$ cat src/rtl/pong_sound.sv
// Sound-effect sequencer: resynchronises the SPI event word, detects new tagged events,
// arbitrates by code priority and plays timed square-wave notes. Score jingle: PONG_SOUND_JINGLE_EN.
module pong_sound #(
  parameter int unsigned CLK_HZ = 40_000_000
) (
  input  logic        clk,
  input  logic        reset_b,
  input  logic [11:0] sound_sel,
  output logic        audio_out,
  output logic        busy,
  output logic [1:0]  active_code
);

  localparam int unsigned MS_CYC     = CLK_HZ / 1000;
  localparam int unsigned HALF_220   = CLK_HZ / 440;
  localparam int unsigned HALF_440   = CLK_HZ / 880;
  localparam int unsigned HALF_660   = CLK_HZ / 1320;
  localparam int unsigned TONE_W     = $clog2(HALF_220 + 1);
  localparam int unsigned PRE_W      = $clog2(MS_CYC + 1);
  localparam int unsigned MS_W       = 8;
  localparam int unsigned DUR_WALL   = 40;
  localparam int unsigned DUR_PADDLE = 80;
  localparam int unsigned DUR_SCORE  = 150;
`ifdef PONG_SOUND_JINGLE_EN
  localparam int unsigned HALF_330   = CLK_HZ / 660;
  localparam int unsigned DUR_GAP    = 20;
`endif

  typedef enum logic [1:0] {
    IDLE = 2'd0,
`ifdef PONG_SOUND_JINGLE_EN
    GAP  = 2'd2,
`endif
    NOTE = 2'd1
  } state_t;

  state_t             state, state_d;
  logic [11:0]        s1, s2, s3;
  logic [7:0]         last_tag;
  logic [TONE_W-1:0]  tone_cnt, tone_d;
  logic [PRE_W-1:0]   pre_cnt, pre_d;
  logic [MS_W-1:0]    ms_cnt, ms_d;
  logic [1:0]         code_d;
  logic               audio_d, busy_d;
  logic               new_tag, start_new, ms_tick, note_done;
  logic [TONE_W-1:0]  cur_half;
  logic [MS_W-1:0]    cur_dur;
`ifdef PONG_SOUND_JINGLE_EN
  logic               note_two, note_two_d, gap_done;
`endif

  // Event detection: a stable word whose tag differs from the last one seen
  always_comb begin
    new_tag   = (s2 == s3) && (s2[11:4] != last_tag);
    start_new = new_tag && (s2[1:0] != 2'd0) && (s2[1:0] >= active_code);
  end

  // Half-period and duration of the note currently selected
  always_comb begin
    cur_half = TONE_W'(HALF_440);
    cur_dur  = MS_W'(DUR_PADDLE);
    case (active_code)
      2'd1: begin
        cur_half = TONE_W'(HALF_220);
        cur_dur  = MS_W'(DUR_WALL);
      end
      2'd3: begin
        cur_half = TONE_W'(HALF_660);
        cur_dur  = MS_W'(DUR_SCORE);
`ifdef PONG_SOUND_JINGLE_EN
        if (note_two) cur_half = TONE_W'(HALF_330);
`endif
      end
      default: ;
    endcase
    ms_tick   = (pre_cnt == PRE_W'(MS_CYC - 1));
    note_done = ms_tick && (ms_cnt == cur_dur - MS_W'(1));
`ifdef PONG_SOUND_JINGLE_EN
    gap_done  = ms_tick && (ms_cnt == MS_W'(DUR_GAP - 1));
`endif
  end

  // Next-state and registered-output logic
  always_comb begin
    state_d = state;
    code_d  = active_code;
    audio_d = audio_out;
    tone_d  = tone_cnt;
    pre_d   = ms_tick ? '0 : pre_cnt + PRE_W'(1);
    ms_d    = ms_tick ? ms_cnt + MS_W'(1) : ms_cnt;
`ifdef PONG_SOUND_JINGLE_EN
    note_two_d = note_two;
`endif
    case (state)
      IDLE: begin
        audio_d = 1'b0;
        tone_d  = '0;
        pre_d   = '0;
        ms_d    = '0;
      end
      NOTE: begin
        if (tone_cnt == cur_half - TONE_W'(1)) begin
          tone_d  = '0;
          audio_d = ~audio_out;
        end else begin
          tone_d  = tone_cnt + TONE_W'(1);
        end
        if (note_done) begin
          audio_d = 1'b0;
          tone_d  = '0;
          pre_d   = '0;
          ms_d    = '0;
          state_d = IDLE;
          code_d  = 2'd0;
`ifdef PONG_SOUND_JINGLE_EN
          if (active_code == 2'd3 && !note_two) begin
            state_d = GAP;
            code_d  = active_code;
          end
`endif
        end
      end
`ifdef PONG_SOUND_JINGLE_EN
      GAP: begin
        audio_d = 1'b0;
        if (gap_done) begin
          state_d    = NOTE;
          note_two_d = 1'b1;
          audio_d    = 1'b1;
          tone_d     = '0;
          pre_d      = '0;
          ms_d       = '0;
        end
      end
`endif
      default: begin
        state_d = IDLE;
        code_d  = 2'd0;
        audio_d = 1'b0;
      end
    endcase
    // A qualifying new event overrides everything, including a same-edge expiry
    if (start_new) begin
      state_d = NOTE;
      code_d  = s2[1:0];
      audio_d = 1'b1;
      tone_d  = '0;
      pre_d   = '0;
      ms_d    = '0;
`ifdef PONG_SOUND_JINGLE_EN
      note_two_d = 1'b0;
`endif
    end
    busy_d = (state_d != IDLE);
  end

  always_ff @(posedge clk or negedge reset_b) begin
    if (!reset_b) begin
      state       <= IDLE;
      s1          <= '0;
      s2          <= '0;
      s3          <= '0;
      last_tag    <= '0;
      tone_cnt    <= '0;
      pre_cnt     <= '0;
      ms_cnt      <= '0;
      active_code <= 2'd0;
      audio_out   <= 1'b0;
      busy        <= 1'b0;
`ifdef PONG_SOUND_JINGLE_EN
      note_two    <= 1'b0;
`endif
    end else begin
      s1          <= sound_sel;
      s2          <= s1;
      s3          <= s2;
      if (new_tag) last_tag <= s2[11:4];
      state       <= state_d;
      tone_cnt    <= tone_d;
      pre_cnt     <= pre_d;
      ms_cnt      <= ms_d;
      active_code <= code_d;
      audio_out   <= audio_d;
      busy        <= busy_d;
`ifdef PONG_SOUND_JINGLE_EN
      note_two    <= note_two_d;
`endif
    end
  end

endmodule
$ cat config.mk
export PLATFORM = sky130hd
export DESIGN_NAME = pong_sound
export DESIGN_NICKNAME = d
export VERILOG_FILES = /design/src/rtl/pong_sound.sv
export SDC_FILE = /design/constraint.sdc
export NUM_CORES = 1
export LEC_CHECK = 0
export CAP_MARGIN = 20
export CORE_ASPECT_RATIO = 0.7
export CORE_MARGIN = 3
export CORE_UTILIZATION = 40
export CTS_CLUSTER_SIZE = 40
export DETAILED_ROUTE_END_ITERATION = 8
export RECOVER_POWER = 25
export SYNTH_ARGS = -nofsm -noshare
export SYNTH_HDL_FRONTEND = slang
export SYNTH_SLANG_ARGS = --single-unit
$ cat constraint.sdc
create_clock -name clk -period 7.1 [get_ports clk]
set_clock_uncertainty 0.1 [all_clocks]
set_input_delay 0.71 -clock clk [delete_from_list [all_inputs] [get_ports clk]]
set_output_delay 0.71 -clock clk [all_outputs]
set_load 0.01 [all_outputs]
==> impl_metrics.csv, run 1 <==
group,metric,value,unit
clock_network,post-cts-setup-buffers,0,
job,maxCapViolCount,1,
worst_setup_path,cp_cell_sequence,"clkbuf_1, buf_4",
clock_network,cts_buffers,9,
worst_setup_path,arrival,3.11,ns
floorplan,dieWidth,128,µm
detailed_routing,drtAntennaViolNets,0,
clock_network,worstSkewPairLatency,0.34,ns
sta,hold_viol_final,0,
sta,fin_crit,2.78,ns
floorplan,dieArea,11600,µm²
worst_setup_path,critical-path-max-stage-delay,1.65,ns
worst_setup_path,worstSetupPathType,"in -> async",
clock_network,cts.sinks,91,
detailed_routing,drc,0,
clock_network,clock-root-buffer,"clkbuf_16",
outcome,status,"finished with violations",
synth,syn_avg_cell_area,10.8,µm²
sta,slew_violations,47,
sta,fin_crit_sh,39.2,%
sta,fmax,360,MHz
synth,synth_edf_count,0,
placement,port_buffers,17,
worst_setup_path,worst_path_dominant_cell_family,"buffers and inverters",
detailed_routing,viasPerCell,5.20,
worst_setup_path,cp_num_buf_inv,2,
detailed_routing,drtIter0Drc,162,
global_route,grt_max_degree,47,
clock_network,htreeDepth,3,
clock_network,cts-resized-gates,0,
sta,tightest_slew,2.37,ns
worst_setup_path,cp-start-kind,"primary input",
clock_network,cts_tree,"yes",
cells_and_area,antenna_cells,0,
worst_setup_path,critPathMaxFanout,46,
sta,finalSetupViolations,0,
detailed_routing,wirelength,7660,µm
global_route,grt_pass1_vias,2709,
worst_setup_path,critPathRequiredTime,7.43,ns
floorplan,floorplan.rows,30,
clock_network,cts_buffer_depth,2,
synth,synthArstFlopShare,100,%
clock_network,clk_pin_slew,0.07,ns
worst_setup_path,slowest_stage,"clkbuf_1",
power,ir_drop,0.110,mV
placement,routabilityCongestion,0.748,
synth,synth_cell_types,47,
synth,ys_seq_elements,91,
clock_network,hold_buffers,0,
placement,hpwl,5000,µm
worst_setup_path,critical_path.endpoint_type,"async pin",
detailed_routing,firstDrtPassIters,4,
cells_and_area,finalNetCount,414,
synth,synth_nets,402,
floorplan,design.core.area,9910,µm²
detailed_routing,drt-wirelength-per-cell,14.5,µm
sta,slew_headroom,-57.7,%
synth,synth_flop_cell,"dfrtp_1",
sta,grt_setup_unrepaired,"false",
floorplan,ios,18,
floorplan,start_util,41.8,%
cells_and_area,drive_above_1_share,10.5,%
sta,worst_slack,4.32,ns
floorplan,die_h,91.2,µm
outcome,violations,"max-capacitance violations, max-slew violations",
sta,setup_tns,0,ns
cells_and_area,synthToLayoutAreaGrowth,13.8,%
synth,syn_area,4150,µm²
placement,place_ws,4.39,ns
power,power_leakage,1.95,nW
power,p_per_area,231,nW/µm²
min_path,hold_path_class,"reg -> reg",
global_route,grt_usage,14.1,%
detailed_routing,num_vias,2745,
global_route,grt_overflow,0,
global_route,antenna_found_initial,0,
global_route,grt_pass1_wl,13200,µm
synth,yosys_warnings,0,
synth,synthCells,383,
power,totalPowerFinal,1.09,mW
synth,synth-seq-area-share,54.9,%
==> cells in the final DEF (no fill, tap or decap), types with 2 or more instances in the layout <==
cell / synthesis / routed
dfrtp_1: 91 / 91
a21oi_1: 8 / 8
ha_1: 5 / 5
nor4b_1: 2 / 2
clkdlybuf4s50_1: 0 / 14
nand2_1: 40 / 40
o2111ai_1: 3 / 3
and4_1: 4 / 4
dlygate4sd3_1: 0 / 2
clkbuf_16: 0 / 9
nand2b_1: 2 / 2
mux2i_1: 2 / 2
buf_4: 0 / 3
and4b_1: 2 / 2
nand3_1: 23 / 23
a31oi_1: 14 / 14
nor4bb_1: 4 / 4
and2_1: 4 / 4
and3_1: 4 / 4
nor3_1: 15 / 15
clkbuf_1: 10 / 2
inv_1: 7 / 7
bufinv_16: 0 / 2
nand4_1: 20 / 20
or2_2: 2 / 2
nor2_1: 23 / 23
o21ai_0: 2 / 2
nor2_2: 10 / 10
mux2_2: 8 / 8
inv_6: 0 / 3
xnor2_1: 23 / 23
o211ai_1: 2 / 2
a21o_1: 2 / 2
xor2_1: 20 / 20
nor4_1: 3 / 3
nand4b_1: 5 / 5
==> where the power goes <==
part | internal (mW) | total, mW | switching [mW]
sequential | 0.531 | 0.543 | 0.0118
clock | 0.312 | 0.509 | 0.197
combinational | 0.0162 | 0.0368 | 0.0205
==> synth_stat cells, drive strengths merged (2+ instances only) <==
| cell | count | area (µm²) |
|---|---|---|
| dfrtp | 91 | 2280 |
| nand2 | 40 | 150 |
| nor2 | 33 | 149 |
| nand3 | 23 | 115 |
| xnor2 | 23 | 201 |
| nand4 | 20 | 125 |
| xor2 | 20 | 175 |
| nor3 | 15 | 75.1 |
| a31oi | 14 | 87.6 |
| clkbuf | 10 | 37.5 |
| buf | 9 | 68.8 |
| a21oi | 8 | 40.0 |
| mux2 | 8 | 90.1 |
| inv | 7 | 26.3 |
| and2 | 5 | 33.8 |
| ha | 5 | 62.6 |
| nand4b | 5 | 43.8 |
| and3 | 4 | 25.0 |
| and4 | 4 | 35.0 |
| nor4bb | 4 | 40.0 |
| nor4 | 3 | 18.8 |
| o2111ai | 3 | 26.3 |
| a21o | 2 | 15.0 |
| and4b | 2 | 20.0 |
| mux2i | 2 | 20.0 |
| nand2b | 2 | 12.5 |
| nor4b | 2 | 17.5 |
| o211ai | 2 | 15.0 |
| o21ai | 2 | 10.0 |
| o22ai | 2 | 26.3 |
| or2 | 2 | 12.5 |
==> worst register-to-register path, stage by stage, from the launching register on <==
cell,delay [ns]
dfrtp_1,0.51
ha_1,0.34
inv_1,0.05
a21boi_0,0.07
o22ai_1,0.23
and3b_1,0.22
buf_4,0.22
or3_1,0.68
nor2_2,0.21
==> cell type report <==
class / instances / area [µm²]
tap: 128 / 160
multi-input combinational: 266 / 1740
inverter: 7 / 26.3
clock inverter: 6 / 93.8
clock buffer: 10 / 229
sequential: 91 / 2280
fill: 917 / 5190
timing repair buffer: 20 / 186
==> path summary, 6_finish.rpt <==
| path | slack, ns | end | cells after the start | start |
|---|---|---|---|---|
| min in group asynchronous | 0.98 | last_tag[6]$_DFFE_PN0P_ | 1 | reset_b |
| max in group clk | 4.40 | pre_cnt[12]$_DFF_PN0_ | 8 | active_code[0]$_DFFE_PN0P_ |
| worst min register to register | 0.25 | s2[7]$_DFF_PN0_ | 0 | s1[7]$_DFF_PN0_ |
| worst max-delay path | 4.32 | tone_cnt[6]$_DFFE_PN0P_ | 2 | reset_b |
| worst max register to register | 4.40 | pre_cnt[12]$_DFF_PN0_ | 8 | active_code[0]$_DFFE_PN0P_ |
| worst min-delay path | 0.25 | s2[7]$_DFF_PN0_ | 0 | s1[7]$_DFF_PN0_ |
==> cells by family (layout without fill, tap and decap cells) <==
kind of cell	after synthesis	in the layout	share of synthesized area (%)
XOR/XNOR	43	43	9.08
multiplexers	10	10	2.66
buffers and inverters	26	43	3.20
AND/OR/NAND/NOR	168	168	21.8
other	1	1	0.0904
flip-flops	91	91	54.9
AO/OA/AOI/OAI	39	39	6.70
adder cells (fa/ha/maj)	5	5	1.51
==> per-layer routing <==
layer / track usage (%) / routed length (µm) / vias to the layer above
met2: 19.7 / 3280 / 37
met1: 20.8 / 4040 / 1323
met5: 0 / 0 / -
met3: 4.29 / 284 / 4
li1: - / - / 1381
met4: 4.51 / 48 / 0
==> per-stage QoR <==
stage	util [%]	hold WS [ns]	instances	instance area, µm²
2_1_floorplan	-	0.231	383	4150
3_3_place_gp	44.4	0.233	512	4400
3_5_place_dp	44.4	0.235	512	4400
4_1_cts	47.6	0.250	528	4720
5_1_grt	47.6	0.258	528	4720
6_report	47.6	0.251	528	4720
==> registers in the layout, summed over array words and instances, names as in the netlist, 2 cells and up <==
signal and cells:
tone_cnt 17, pre_cnt 16, s1 12, s2 12, s3 12, last_tag 8, ms_cnt 8, active_code 2
state 2
Power figures use the tool's default switching activity.
==> inputs of run 2 (changes only) <==
==> constraint.sdc (replaced) <==
create_clock -name clk -period 2.75 [get_ports clk]
set_clock_uncertainty 0.1 [all_clocks]
set_input_delay 0.275 -clock clk [delete_from_list [all_inputs] [get_ports clk]]
set_output_delay 0.275 -clock clk [all_outputs]
set_load 0.01 [all_outputs]
==> impl_metrics.csv, run 2 (synthesized netlist as in run 1, its figures left out) <==
group,metric,value,unit
outcome,status,"finished clean",
cells_and_area,regMostFlops,"tone_cnt",
detailed_routing,drtIter0Drc,264,
worst_setup_path,cp-start-kind,"flop",
clock_network,htreeDepth,3,
sta,grt_setup_unrepaired,"false",
sta,slew_violations,0,
floorplan,dieWidth,128,µm
global_route,grt_pass1_wl,14000,µm
floorplan,die_h,91.2,µm
sta,hold_viol_final,0,
job,maxCapViolCount,0,
detailed_routing,drc,0,
cells_and_area,fin_util,47.7,%
sta,slew_headroom,17.3,%
sta,fin_crit,2.58,ns
sta,tightest_slew,1.24,ns
global_route,grt_max_degree,51,
clock_network,cts.sinks,91,
sta,worst_slack,0.172,ns
worst_setup_path,critPathMaxFanout,15,
sta,setup_tns,0,ns
global_route,antenna_found_initial,0,
detailed_routing,drtAntennaViolNets,0,
cells_and_area,drive_above_1_share,11.2,%
cells_and_area,final_common_cell,"dfrtp_1",
worst_setup_path,critPathRequiredTime,2.91,ns
floorplan,floorplan.rows,30,
min_path,hold_path_class,"reg -> reg",
placement,port_buffers,17,
cells_and_area,fill_cells,912,
detailed_routing,wirelength,7960,µm
clock_network,clk_pin_slew,0.06,ns
detailed_routing,viasPerCell,5.35,
floorplan,design.core.area,9910,µm²
global_route,grt_pass1_vias,2805,
clock_network,worstSkewPairLatency,0.34,ns
worst_setup_path,worstSetupPathType,"reg -> reg",
sta,holdWs,0.245,ns
power,ir_drop,0.296,mV
cells_and_area,largest_reg_flops,17,
detailed_routing,firstDrtPassIters,4,
global_route,grt_overflow,0,
detailed_routing,num_vias,2833,
cells_and_area,layout_common_cells,"dfrtp_1, nand2_1, xnor2_1, nor2_1, nand3_1",
clock_network,cts_buffer_depth,2,
power,p_per_area,561,nW/µm²
clock_network,cts-resized-gates,0,
cells_and_area,synthToLayoutAreaGrowth,13.9,%
placement,hpwl,5280,µm
worst_setup_path,arrival,2.73,ns
clock_network,cts_buffers,9,
global_route,grt_usage,14.9,%
cells_and_area,reg.largest.list,"tone_cnt (17), pre_cnt (16)",
cells_and_area,finalNetCount,417,
floorplan,ios,18,
floorplan,start_util,41.8,%
detailed_routing,drt-wirelength-per-cell,15.0,µm
sta,fin_crit_sh,93.7,%
clock_network,clock-root-buffer,"clkbuf_16",
sta,finalSetupViolations,0,
cells_and_area,final_cells,530,
power,power_leakage,1.95,nW
cells_and_area,antenna_cells,0,
placement,dpl.cell_count,514,
sta,fmax,388,MHz
worst_setup_path,critical_path.endpoint_type,"flop",
clock_network,cts_tree,"yes",
placement,place_ws,0.169,ns
placement,routabilityCongestion,0.813,
floorplan,dieArea,11600,µm²
run 2: cell count changes in the layout (fill, tap and decap cells not counted), sizes merged:
cell,previous run,this run
inv,10,8
clkinv,0,3
dlygate4sd3,2,13
clkdlybuf4s50,14,4
buf,3,5
bufinv,2,0
run 2: routing by layer:
metal	global-route usage [%]	routed length, µm	vias up
met4	5.74	119	0
met5	0	0	-
met2	19.6	3330	58
met1	23.1	4130	1384
met3	3.82	380	10
li1	-	-	1381
run 2: cell type report:
cell class | instances | area, µm² | share of cell area, %
flip-flops and latches | 91 | 2280 | 48.2
multi-input cells | 266 | 1740 | 36.9
clock buffers | 10 | 239 | 5.06
repair buffers | 23 | 238 | 5.03
well taps | 128 | 160 | 3.39
clock inverters | 5 | 38.8 | 0.821
inverters | 7 | 26.3 | 0.556
run 2: what timing repair did:
action                                  CTS  global route
hold buffers                              1             0
endpoints found under the setup margin    0             0
buffers inserted                          0             0
hold endpoints to repair                 49             0
run 2: where the power goes:
part	total (mW)	switching, mW	internal [mW]
clock	1.15	0.512	0.637
sequential	1.40	0.0248	1.37
combinational	0.104	0.0603	0.0434
total	2.65	0.597	2.05
run 2: path summary, 6_finish.rpt:
kind / start / to / slack (ns) / cells after the start
setup / recovery: active_code[0]$_DFFE_PN0P_ / pre_cnt[2]$_DFF_PN0_ / 0.17 / 7
hold / removal: s1[6]$_DFF_PN0_ / s2[6]$_DFF_PN0_ / 0.24 / 0
setup reg to reg: active_code[0]$_DFFE_PN0P_ / pre_cnt[2]$_DFF_PN0_ / 0.17 / 7
hold reg to reg: s1[6]$_DFF_PN0_ / s2[6]$_DFF_PN0_ / 0.24 / 0
max in group asynchronous: reset_b / pre_cnt[1]$_DFF_PN0_ / 1.08 / 3
min in group asynchronous: reset_b / s2[11]$_DFF_PN0_ / 0.63 / 2
run 2: per-stage QoR:
step | cell area (µm²) | power (mW)
CTS | 4730 | 2.69
floorplan | 4150 | 1.47
global placement | 4440 | 1.53
finish | 4720 | 2.65
detailed placement | 4440 | 1.53
global route | 4720 | 2.75
run 2: critical path: stages (launching register included):
cell      delay (ns)
dfrtp_1         0.51
ha_1            0.35
inv_1           0.06
a21boi_0        0.09
o22ai_1         0.27
and3b_1         0.25
or3_1           0.66
nor2_1          0.20
